### src/rtl/burst_addr_ctrl.sv
`default_nettype none
// +--------------------------------------------------------------------------+
// | burst_addr_ctrl                                                          |
// | AXI4 burst address sequencer: command FIFO feeding a FIXED/INCR/WRAP     |
// | beat generator with byte-lane masks and protocol-error flagging.         |
// | Revision: 1.0                                                            |
// +--------------------------------------------------------------------------+
module burst_addr_ctrl #(
    parameter int ADDR_WIDTH = 32,
    parameter int DATA_WIDTH = 64,
    parameter int ID_WIDTH   = 4,
    parameter int CMD_DEPTH  = 2
) (
    input  logic                    aclk_i,
    input  logic                    aresetn_i,
    input  logic [ID_WIDTH-1:0]     id_i,
    input  logic [ADDR_WIDTH-1:0]   addr_i,
    input  logic [2:0]              asize_i,
    input  logic [1:0]              aburst_i,
    input  logic [7:0]              alen_i,
    input  logic                    avalid_i,
    output logic                    aready_o,
    output logic [ID_WIDTH-1:0]     id_o,
    output logic [ADDR_WIDTH-1:0]   addr_o,
    output logic [DATA_WIDTH/8-1:0] lane_mask_o,
    output logic [7:0]              beat_o,
    output logic                    addr_last_o,
    output logic                    err_o,
    output logic                    addr_valid_o,
    input  logic                    addr_ready_i
);
    localparam int c_nb     = DATA_WIDTH / 8;
    localparam int c_log_nb = $clog2(c_nb);
    localparam int c_pw     = (CMD_DEPTH > 1) ? $clog2(CMD_DEPTH) : 1;
    localparam int c_cntw   = $clog2(CMD_DEPTH + 1);
    localparam int c_cw     = ID_WIDTH + ADDR_WIDTH + 13;
    localparam int c_xw     = ADDR_WIDTH + 16;

    localparam logic [1:0] c_fixed = 2'b00;
    localparam logic [1:0] c_incr  = 2'b01;
    localparam logic [1:0] c_wrap  = 2'b10;

    typedef enum logic [0:0] {S_IDLE = 1'b0, S_ACTIVE = 1'b1} state_t;

    function automatic logic [c_nb-1:0] f_lane_mask(input logic [ADDR_WIDTH-1:0] a,
                                                    input logic [2:0]            sz);
        logic [ADDR_WIDTH-1:0] nbm;
        logic [ADDR_WIDTH-1:0] step;
        logic [ADDR_WIDTH:0]   lo;
        logic [ADDR_WIDTH:0]   hi;
        nbm  = ADDR_WIDTH'(c_nb - 1);
        step = ADDR_WIDTH'(1) << sz;
        lo   = {1'b0, a & nbm};
        hi   = {1'b0, a & ~(step - 1'b1) & nbm} + {1'b0, step};
        for (int i = 0; i < c_nb; i++) begin
            f_lane_mask[i] = ((ADDR_WIDTH+1)'(i) >= lo) && ((ADDR_WIDTH+1)'(i) < hi);
        end
    endfunction

    function automatic logic [c_pw-1:0] f_ptr_inc(input logic [c_pw-1:0] p);
        return (p == c_pw'(CMD_DEPTH - 1)) ? '0 : p + 1'b1;
    endfunction

    // ---------------- command FIFO ----------------
    logic [c_cw-1:0]   r_mem [CMD_DEPTH];
    logic [c_pw-1:0]   r_wptr;
    logic [c_pw-1:0]   r_rptr;
    logic [c_cntw-1:0] r_count;
    logic              w_full;
    logic              w_empty;
    logic              w_push;
    logic              w_pop;

    assign w_full   = (r_count == c_cntw'(CMD_DEPTH));
    assign w_empty  = (r_count == '0);
    assign aready_o = ~w_full;
    assign w_push   = avalid_i & ~w_full;

    always_ff @(posedge aclk_i or negedge aresetn_i) begin
        if (!aresetn_i) begin
            r_wptr  <= '0;
            r_rptr  <= '0;
            r_count <= '0;
        end else begin
            if (w_push) r_wptr <= f_ptr_inc(r_wptr);
            if (w_pop)  r_rptr <= f_ptr_inc(r_rptr);
            if (w_push && !w_pop)      r_count <= r_count + 1'b1;
            else if (!w_push && w_pop) r_count <= r_count - 1'b1;
        end
    end

    always_ff @(posedge aclk_i) begin
        if (w_push) r_mem[r_wptr] <= {id_i, addr_i, asize_i, aburst_i, alen_i};
    end

    // ---------------- head-of-FIFO decode ----------------
    logic [ID_WIDTH-1:0]   w_h_id;
    logic [ADDR_WIDTH-1:0] w_h_addr;
    logic [2:0]            w_h_size;
    logic [1:0]            w_h_burst;
    logic [7:0]            w_h_len;
    logic [7:0]            w_h_incr;
    logic [15:0]           w_h_total;
    logic [11:0]           w_h_align12;
    logic [16:0]           w_h_end;
    logic [c_xw-1:0]       w_h_lower_x;
    logic                  w_h_err;

    assign {w_h_id, w_h_addr, w_h_size, w_h_burst, w_h_len} = r_mem[r_rptr];
    assign w_h_incr    = 8'd1 << w_h_size;
    assign w_h_total   = 16'({1'b0, w_h_len} + 9'd1) << w_h_size;
    assign w_h_align12 = w_h_addr[11:0] & ~{4'b0, w_h_incr - 8'd1};
    // Last byte of an INCR burst; anything past 0xFFF means it left the start page.
    assign w_h_end     = {5'b0, w_h_align12} + {1'b0, w_h_total} - 17'd1;
    assign w_h_lower_x = c_xw'(w_h_addr) & ~(c_xw'(w_h_total) - c_xw'(1));

    always_comb begin
        w_h_err = 1'b0;
        if (w_h_size > 3'(c_log_nb)) w_h_err = 1'b1;
        case (w_h_burst)
            c_fixed: if (w_h_len > 8'd15) w_h_err = 1'b1;
            c_incr:  if (w_h_end > 17'hFFF) w_h_err = 1'b1;
            c_wrap: begin
                if (!(w_h_len == 8'd1 || w_h_len == 8'd3 || w_h_len == 8'd7 || w_h_len == 8'd15))
                    w_h_err = 1'b1;
                if ((w_h_addr[7:0] & (w_h_incr - 8'd1)) != 8'd0) w_h_err = 1'b1;
            end
            default: w_h_err = 1'b1;
        endcase
    end

    // ---------------- beat generator ----------------
    state_t                r_state;
    state_t                w_state_nxt;
    logic                  w_load;
    logic                  w_adv;
    logic [ID_WIDTH-1:0]   r_id;
    logic [ADDR_WIDTH-1:0] r_addr;
    logic [c_nb-1:0]       r_mask;
    logic [7:0]            r_beat;
    logic                  r_last;
    logic                  r_err;
    logic [2:0]            r_size;
    logic [1:0]            r_burst;
    logic [7:0]            r_len;
    logic [ADDR_WIDTH-1:0] r_lower;
    logic [c_xw-1:0]       r_bound;
    logic [7:0]            w_incr;
    logic [11:0]           w_incr_lo;
    logic [c_xw-1:0]       w_sum_x;
    logic [ADDR_WIDTH-1:0] w_next;

    // Loading is the action taken on the edge that leaves IDLE or ends a burst,
    // which is what gives the two-cycle latency and the bubble-free hand-over.
    always_comb begin
        w_state_nxt = r_state;
        w_load      = 1'b0;
        w_adv       = 1'b0;
        case (r_state)
            S_IDLE: begin
                if (!w_empty) begin
                    w_load      = 1'b1;
                    w_state_nxt = S_ACTIVE;
                end
            end
            S_ACTIVE: begin
                if (addr_ready_i) begin
                    if (!r_last)       w_adv       = 1'b1;
                    else if (!w_empty) w_load      = 1'b1;
                    else               w_state_nxt = S_IDLE;
                end
            end
        endcase
    end

    assign w_pop        = w_load;
    assign addr_valid_o = (r_state == S_ACTIVE);

    always_ff @(posedge aclk_i or negedge aresetn_i) begin
        if (!aresetn_i) r_state <= S_IDLE;
        else            r_state <= w_state_nxt;
    end

    assign w_incr    = 8'd1 << r_size;
    assign w_incr_lo = (r_addr[11:0] & ~{4'b0, w_incr - 8'd1}) + {4'b0, w_incr};
    assign w_sum_x   = c_xw'(r_addr) + c_xw'(w_incr);

    always_comb begin
        case (r_burst)
            c_fixed: w_next = r_addr;
            c_wrap:  w_next = (w_sum_x == r_bound) ? r_lower : w_sum_x[ADDR_WIDTH-1:0];
            default: w_next = {r_addr[ADDR_WIDTH-1:12], w_incr_lo};
        endcase
    end

    always_ff @(posedge aclk_i or negedge aresetn_i) begin
        if (!aresetn_i) begin
            r_id    <= '0;
            r_addr  <= '0;
            r_mask  <= '0;
            r_beat  <= '0;
            r_last  <= 1'b0;
            r_err   <= 1'b0;
            r_size  <= '0;
            r_burst <= '0;
            r_len   <= '0;
            r_lower <= '0;
            r_bound <= '0;
        end else if (w_load) begin
            r_id    <= w_h_id;
            r_addr  <= w_h_addr;
            r_mask  <= f_lane_mask(w_h_addr, w_h_size);
            r_beat  <= '0;
            r_last  <= (w_h_len == 8'd0);
            r_err   <= w_h_err;
            r_size  <= w_h_size;
            r_burst <= w_h_burst;
            r_len   <= w_h_len;
            r_lower <= w_h_lower_x[ADDR_WIDTH-1:0];
            r_bound <= w_h_lower_x + c_xw'(w_h_total);
        end else if (w_adv) begin
            r_addr  <= w_next;
            r_mask  <= f_lane_mask(w_next, r_size);
            r_beat  <= r_beat + 8'd1;
            r_last  <= ((r_beat + 8'd1) == r_len);
        end
    end

    assign id_o        = r_id;
    assign addr_o      = r_addr;
    assign lane_mask_o = r_mask;
    assign beat_o      = r_beat;
    assign addr_last_o = r_last;
    assign err_o       = r_err;

endmodule
`default_nettype wire

### config.mk
export PLATFORM = sky130hd
export DESIGN_NAME = burst_addr_ctrl
export DESIGN_NICKNAME = d
export VERILOG_FILES = /design/src/rtl/burst_addr_ctrl.sv
export SDC_FILE = /design/constraint.sdc
export NUM_CORES = 1
export LEC_CHECK = 0
export CAP_MARGIN = 40
export CORE_ASPECT_RATIO = 1.1
export CORE_MARGIN = 2
export CORE_UTILIZATION = 65
export CTS_BUF_LIST = sky130_fd_sc_hd__clkbuf_4
export CTS_CLUSTER_SIZE = 12
export DETAILED_ROUTE_END_ITERATION = 10
export PLACE_DENSITY = 0.86
export SYNTH_ARGS = -nofsm -noshare
export SYNTH_HDL_FRONTEND = slang
export SYNTH_SLANG_ARGS = --single-unit
### constraint.sdc
create_clock -name aclk_i -period 17.2 [get_ports aclk_i]
set_input_delay 2.58 -clock aclk_i [delete_from_list [all_inputs] [get_ports aclk_i]]
set_output_delay 2.58 -clock aclk_i [all_outputs]
set_load 0.005 [all_outputs]
### Yosys cells after proc, flatten, opt, wreduce, memory -nomap -nowiden

Memories as Yosys holds them, arrays and structs flattened.
Cells that the tools add are included.

| word-level totals | value |
|---|---|
| flip-flop bits (word level) | 152 |
| bits in writable memories | 98 |
| input port bits | 53 |
| output and inout port bits | 56 |
| word-level logic and storage cells | 160 |
| memories | 1 |

| cells by class | value |
|---|---|
| $add $sub $neg | 18 |
| order comparisons | 35 |
| eq/ne operators | 10 |
| shifts and indexed selects | 5 |
| mux-type cells | 32 |
| bitwise operators | 14 |
| reductions and logical operators | 30 |

Memories:

| name | words | bits a word | rd ports | clocked after Yosys merged registers in | write ports | RTL line | source |
|---|---|---|---|---|---|---|---|
| r_mem | 2 | 49 | 1 | 0 | 1 | 65 | `logic [c_cw-1:0] r_mem [CMD_DEPTH];` |

Operator list:

| operator | number |
|---|---|
| $lt 3x33->1 const A | 8 |
| $lt 1x33->1 const A | 4 |
| $lt 2x33->1 const A | 4 |
| $mux 32 | 3 |
| $add 3x32->33 | 2 |
| $pmux 32 s2 | 1 |
| $shl 1x3->32 const A | 2 |
| $add 48x16->48 | 1 |
| $and 32x48->48 | 1 |
| $eq 33x48->1 | 1 |
| $not 48->48 | 1 |
| $add 32x8->33 | 1 |
| $mux 8 | 4 |
| $and 12x12->12 | 2 |
| $ge 3x3->1 const A | 8 |
| $not 8->12 | 2 |
| $mux 1 | 19 |
| $logic_and 1x1->1 | 18 |
| $add 12x16->17 | 1 |
| $gt 17x12->1 const B | 1 |
| $sub 16x1->17 const B | 1 |
| $sub 17x1->17 const B | 1 |
| $shl 1x3->8 const A | 2 |
| $shl 9x3->16 | 1 |
| other kinds (33) | 55 |

### Longest topological paths before layout

| logic depth | value |
|---|---|
| depth after elaboration | 12 |
| gate-level depth with buffers | 35 |
| depth with buffers taken out | 25 |

### Worst setup path after synthesis

Ideal clock, no wire load.

| timing path | value |
|---|---|
| path type | reg2reg |
| start point | register r_rptr |
| end point | register r_bound[23] |
| setup time | 0.128 ns |
| arrival | 8.323 ns |
| data required time | 17.072 ns |
| path slack | 8.749 ns |
| cell stages (with the launch flop) | 33 |
| buffers on the path | 11 |
| period minus slack after synthesis | 8.451 ns |
| cell sequence | dfrtp_1 -> buf_2 -> buf_2 -> buf_1 -> clkbuf_1 -> buf_1 -> buf_1 -> clkbuf_1 -> buf_1 -> mux2i_1 -> inv_1 -> ha_1 -> clkbuf_1 -> and4_1 -> o211ai_1 -> nor4b_2 -> o221ai_1 -> nor3_1 -> nand2_1 -> or3b_1 -> clkbuf_1 -> nor3_1 -> xnor2_1 -> nor2_1 -> ha_1 -> a21o_1 -> a221o_1 -> a31oi_1 -> o21bai_1 -> and4_1 -> clkbuf_1 -> a211oi_1 -> a21oi_1 |

| on the way | value |
|---|---|
| cells in the longest elaborated chain, start to end | 7 |

RTL lines:

| item | RTL line | source |
|---|---|---|
| start: declaration | 67 | `logic [c_pw-1:0] r_rptr;` |
| start signal: assignment | 86 | `if (w_pop) r_rptr <= f_ptr_inc(r_rptr);` |
| $mem_v2 2x49 | n/a |  |
| via w_h_len[1] | 101 | `logic [7:0] w_h_len;` |
| $add 8x1->9 | 111 | `assign w_h_total = 16'({1'b0, w_h_len} + 9'd1) << w_h_size;` |
| $shl 9x3->16 | 111 |  |
| $sub 16x1->17 | 115 | `assign w_h_lower_x = c_xw'(w_h_addr) & ~(c_xw'(w_h_total) - c_xw'(1));` |
| $not 48->48 | 115 |  |
| $and 32x48->48 | 115 |  |
| via w_h_lower_x[13] | 106 | `logic [c_xw-1:0] w_h_lower_x;` |
| $add 48x16->48 | 220 | `r_bound <= w_h_lower_x + c_xw'(w_h_total);` |
| end signal: assignment | 220 |  |
| end: declaration | 147 | `logic [c_xw-1:0] r_bound;` |

The timed path passes the listed nets, and every way through them passes these cells.
A chain may end at the register's enable or synchronous reset.

### Final worst setup path

| timing path | value |
|---|---|
| start point | register r_rptr |
| end point | register r_bound[24] |

Same word-level chain as after synthesis.

==> impl_results.md <==
- Layout Nets: about 2,100
- Die area: 0.0274 mm2
- Clock insertion delay at the later pin of the skew report: a little over 0.7 ns
- Pleak: 7.76 nW
- Initial Util: 66.5%
- Max-Cap Viols: 0
- DRC viols: 0
- Mean Syn Cell Area: 8.83 um2
- Mapped cell area: 0.0169 mm2
- Slew Viols, Final: 0
- I/O pin count: around 110
- Top cells by count, synth: nand2_1 (208), nor2_1 (169), o21ai_0 (165), dfrtp_1 (137), edfxtp_1 (98)
- Setup WS post-layout: 9.52 ns
- Netlist cell types: between 100 and 150
- Initial drt markers: 2,668
- Fillers: between 1,500 and 2,000
- Max-Slew Margin vs Limit: approximately a third
- GR Util All Layers: 41.4%
- Clk_skew: 0.0378 ns
- Post-Route Utilization: 75.1%
- Clk slew on worst S/H paths: roughly 0.07 ns
- Pwr dens: approximately 100 mW/mm2
- Clock Power Share: approximately a quarter
- Post-DP HPWL: 40,200 um
- Crit end category: register
- Die W: 158 um
- Routed vias/inst: a little under 7
- Share of the synthesized area in the top cell type: about a fifth
- Clk buf depth: 3
- Root Driver: clkbuf_4
- Total negative slack: 0 ns
- RSZ-0062 raised after global routing: false
- Mapped Cells: 1,919
- Largest net degree at the start of global routing: just under 100
- Mapped Nets: 2,028
- Critical Path AT: 8.25 ns
- Setup-failing EPs final: 0
- F_max: ~0.13 GHz
- Min Tclk post-route: 7.68 ns
- CTS Hold Bufs: 0
- PortBufs: 108
- Req. time, crit path: about 18 ns
- Cts bufs inserted: 57
- Setup bufs post-CTS: 0
- Vias in the first global route: 15,900
- Critical Path Fanout Max: 65
- GP Congestion: around 1
- Switch share: 38.4%
- Synthesized flop and latch total: ~240
- Core footprint: between 0.02 and 0.03 mm2
- HP Class: reg -> reg
- Psw: between 0.0007 and 0.0008 W
- Top-count cell post-synth: nand2_1
- Primary FF master, synth: dfrtp_1
- Seq/Total Area, Yosys: 37.6%
- GRT Residual Overflow: 0
- Gate power share: 37.1%
- Slew @ Worst Pin: between 0.9 and 1 ns
- Initial antenna violation count: 2
- CTS tree: done
- Vias: 16,600
- FP Rows: 61
- Area leader, netlist: dfrtp_1
- Die height: 173 um
- Synth-to-layout area growth: 13.0%
- Final Hold Vio Count: 0
- Dpl ws: 10.02 ns
- CP Launch Type: register
- Int Pwr: ~0.0012 W
- Post-synth EDFFs: 98
- First-pass GRT wire length: 89,200 um
- Routed length per instance: approximately 24 um
- Final period utilization: 44.6%
- Sequential share of power: 36.2%
- CTS sink cnt: 235
- Synth area leaders: dfrtp_1 (20%), edfxtp_1 (17%), o21ai_0 (4.9%)
- Yosys Warn Count: 0
- CP Class: reg -> reg
- Async S/R FF share, synth: 58.3%
- Status: complete, no violations
- H-tree levels: 2
- Pre-Repair DR Iteration Count: 9
- Antenna-violating nets left: 0
- # resized after CTS: 0
- Fraction of layout instances using a drive strength above 1: 9.82%
- Maximum vdd drop: about 0.11 mV
- Drt total wl: between 50,000 and 60,000 um
worst max-delay path, cell delays in order, from the launching register on:
cell and delay [ns]:
dfrtp_4 0.55, buf_4 0.23, buf_16 0.33, mux2i_1 0.41, inv_1 0.15, ha_1 0.34, and4_1 0.28, o211ai_1 0.16
nor4b_2 0.48, o221ai_1 0.42, nor3_1 0.60, nand2_1 0.25, or3b_1 0.52, nor3_1 0.36, o21ai_0 0.19, xnor2_1 0.30
nor2_1 0.09, ha_1 0.32, inv_1 0.07, nor2_1 0.13, nor2_1 0.11, nor2_1 0.10, nand2_1 0.09, or4_1 0.50
nor3_1 0.25, mux2i_1 0.22, o21ai_0 0.09
stage by stage:
step	power, W	hold WS (ns)	std cells	cell area (um2)
after floorplan	0.00119	0.438	1919	16900
after global placement	0.00137	0.454	2279	18200
after detailed placement	0.00141	0.472	2288	18300
after CTS	0.00194	0.487	2391	19100
after global routing	0.00206	0.502	2393	19100
final	0.00197	0.489	2393	19100
registers in the layout (all words and copies together), names as in the netlist, 2 cells and up:
register / flops
id_o: 4
r_mem: 98
r_lower: 32
r_len: 8
r_burst: 2
beat_o: 8
lane_mask_o: 8
r_size: 3
addr_o: 32
r_count: 2
r_bound: 33
layer usage:
layer	vias up	part of all wire [%]	global-route usage (%)
met4	0	4.2	16.3
met5	-	0	0
met2	1114	45	62.3
met3	221	11	7.98
met1	7924	40	59.2
li1	7330	-	-
layout make-up:
type,count,area (um2),share of cell area [%]
multi-input cells,1495,9860,51.5
flip-flops and latches,235,6370,33.3
repair buffers,138,1380,7.18
clock buffers,85,638,3.33
well taps,346,433,2.26
inverters,75,284,1.48
clock inverters,18,184,0.960
diodes,1,2.50,0.0131
cells by family after synthesis:
kind of cell	Yosys count	synth area share, %
compound gates	552	22.1
xor+xnor	118	6.18
fa+ha+maj	57	4.24
buf+inv	189	4.33
flops	235	37.6
mux	100	6.25
simple gates	668	19.3
power by group through the flow:
stage / combinational, W / clock (W) / sequential [W]
final: 0.000731 / 0.000527 / 0.000713
after global routing: 0.000786 / 0.000559 / 0.000717
after CTS: 0.000704 / 0.000529 / 0.000710
after detailed placement: 0.000688 / 0 / 0.000718
after global placement: 0.000656 / 0 / 0.000713
after floorplan: 0.000488 / 0 / 0.000700
final timing paths:
path | from | end | slack [ns] | cells past startpoint
setup / recovery | r_rptr | r_bound[24] | 9.52 | 26
hold / removal | r_lower[31] | r_lower[31] | 0.49 | 1
setup reg to reg | r_rptr | r_bound[24] | 9.52 | 26
hold reg to reg | r_lower[31] | r_lower[31] | 0.49 | 1
max in group asynchronous | aresetn_i | r_bound[5] | 13.92 | 2
min in group asynchronous | aresetn_i | r_wptr | 1.93 | 1
cells in the final DEF (no fill, tap or decap), types with 28 or more instances in the layout:
cell type        instances
nand3_1                 59
mux2_2                  29
nor3_1                  47
a31oi_1                 28
o21ai_0                165
nor2_1                 167
ha_1                    55
a21oi_1                 93
edfxtp_1                98
clkbuf_4                86
xnor2_1                 80
xor2_1                  37
clkdlybuf4s50_1        107
nand2_1                208
inv_1                   72
mux2i_1                 66
dfrtp_1                136
No activity file was read; power rests on OpenSTA's default activity.
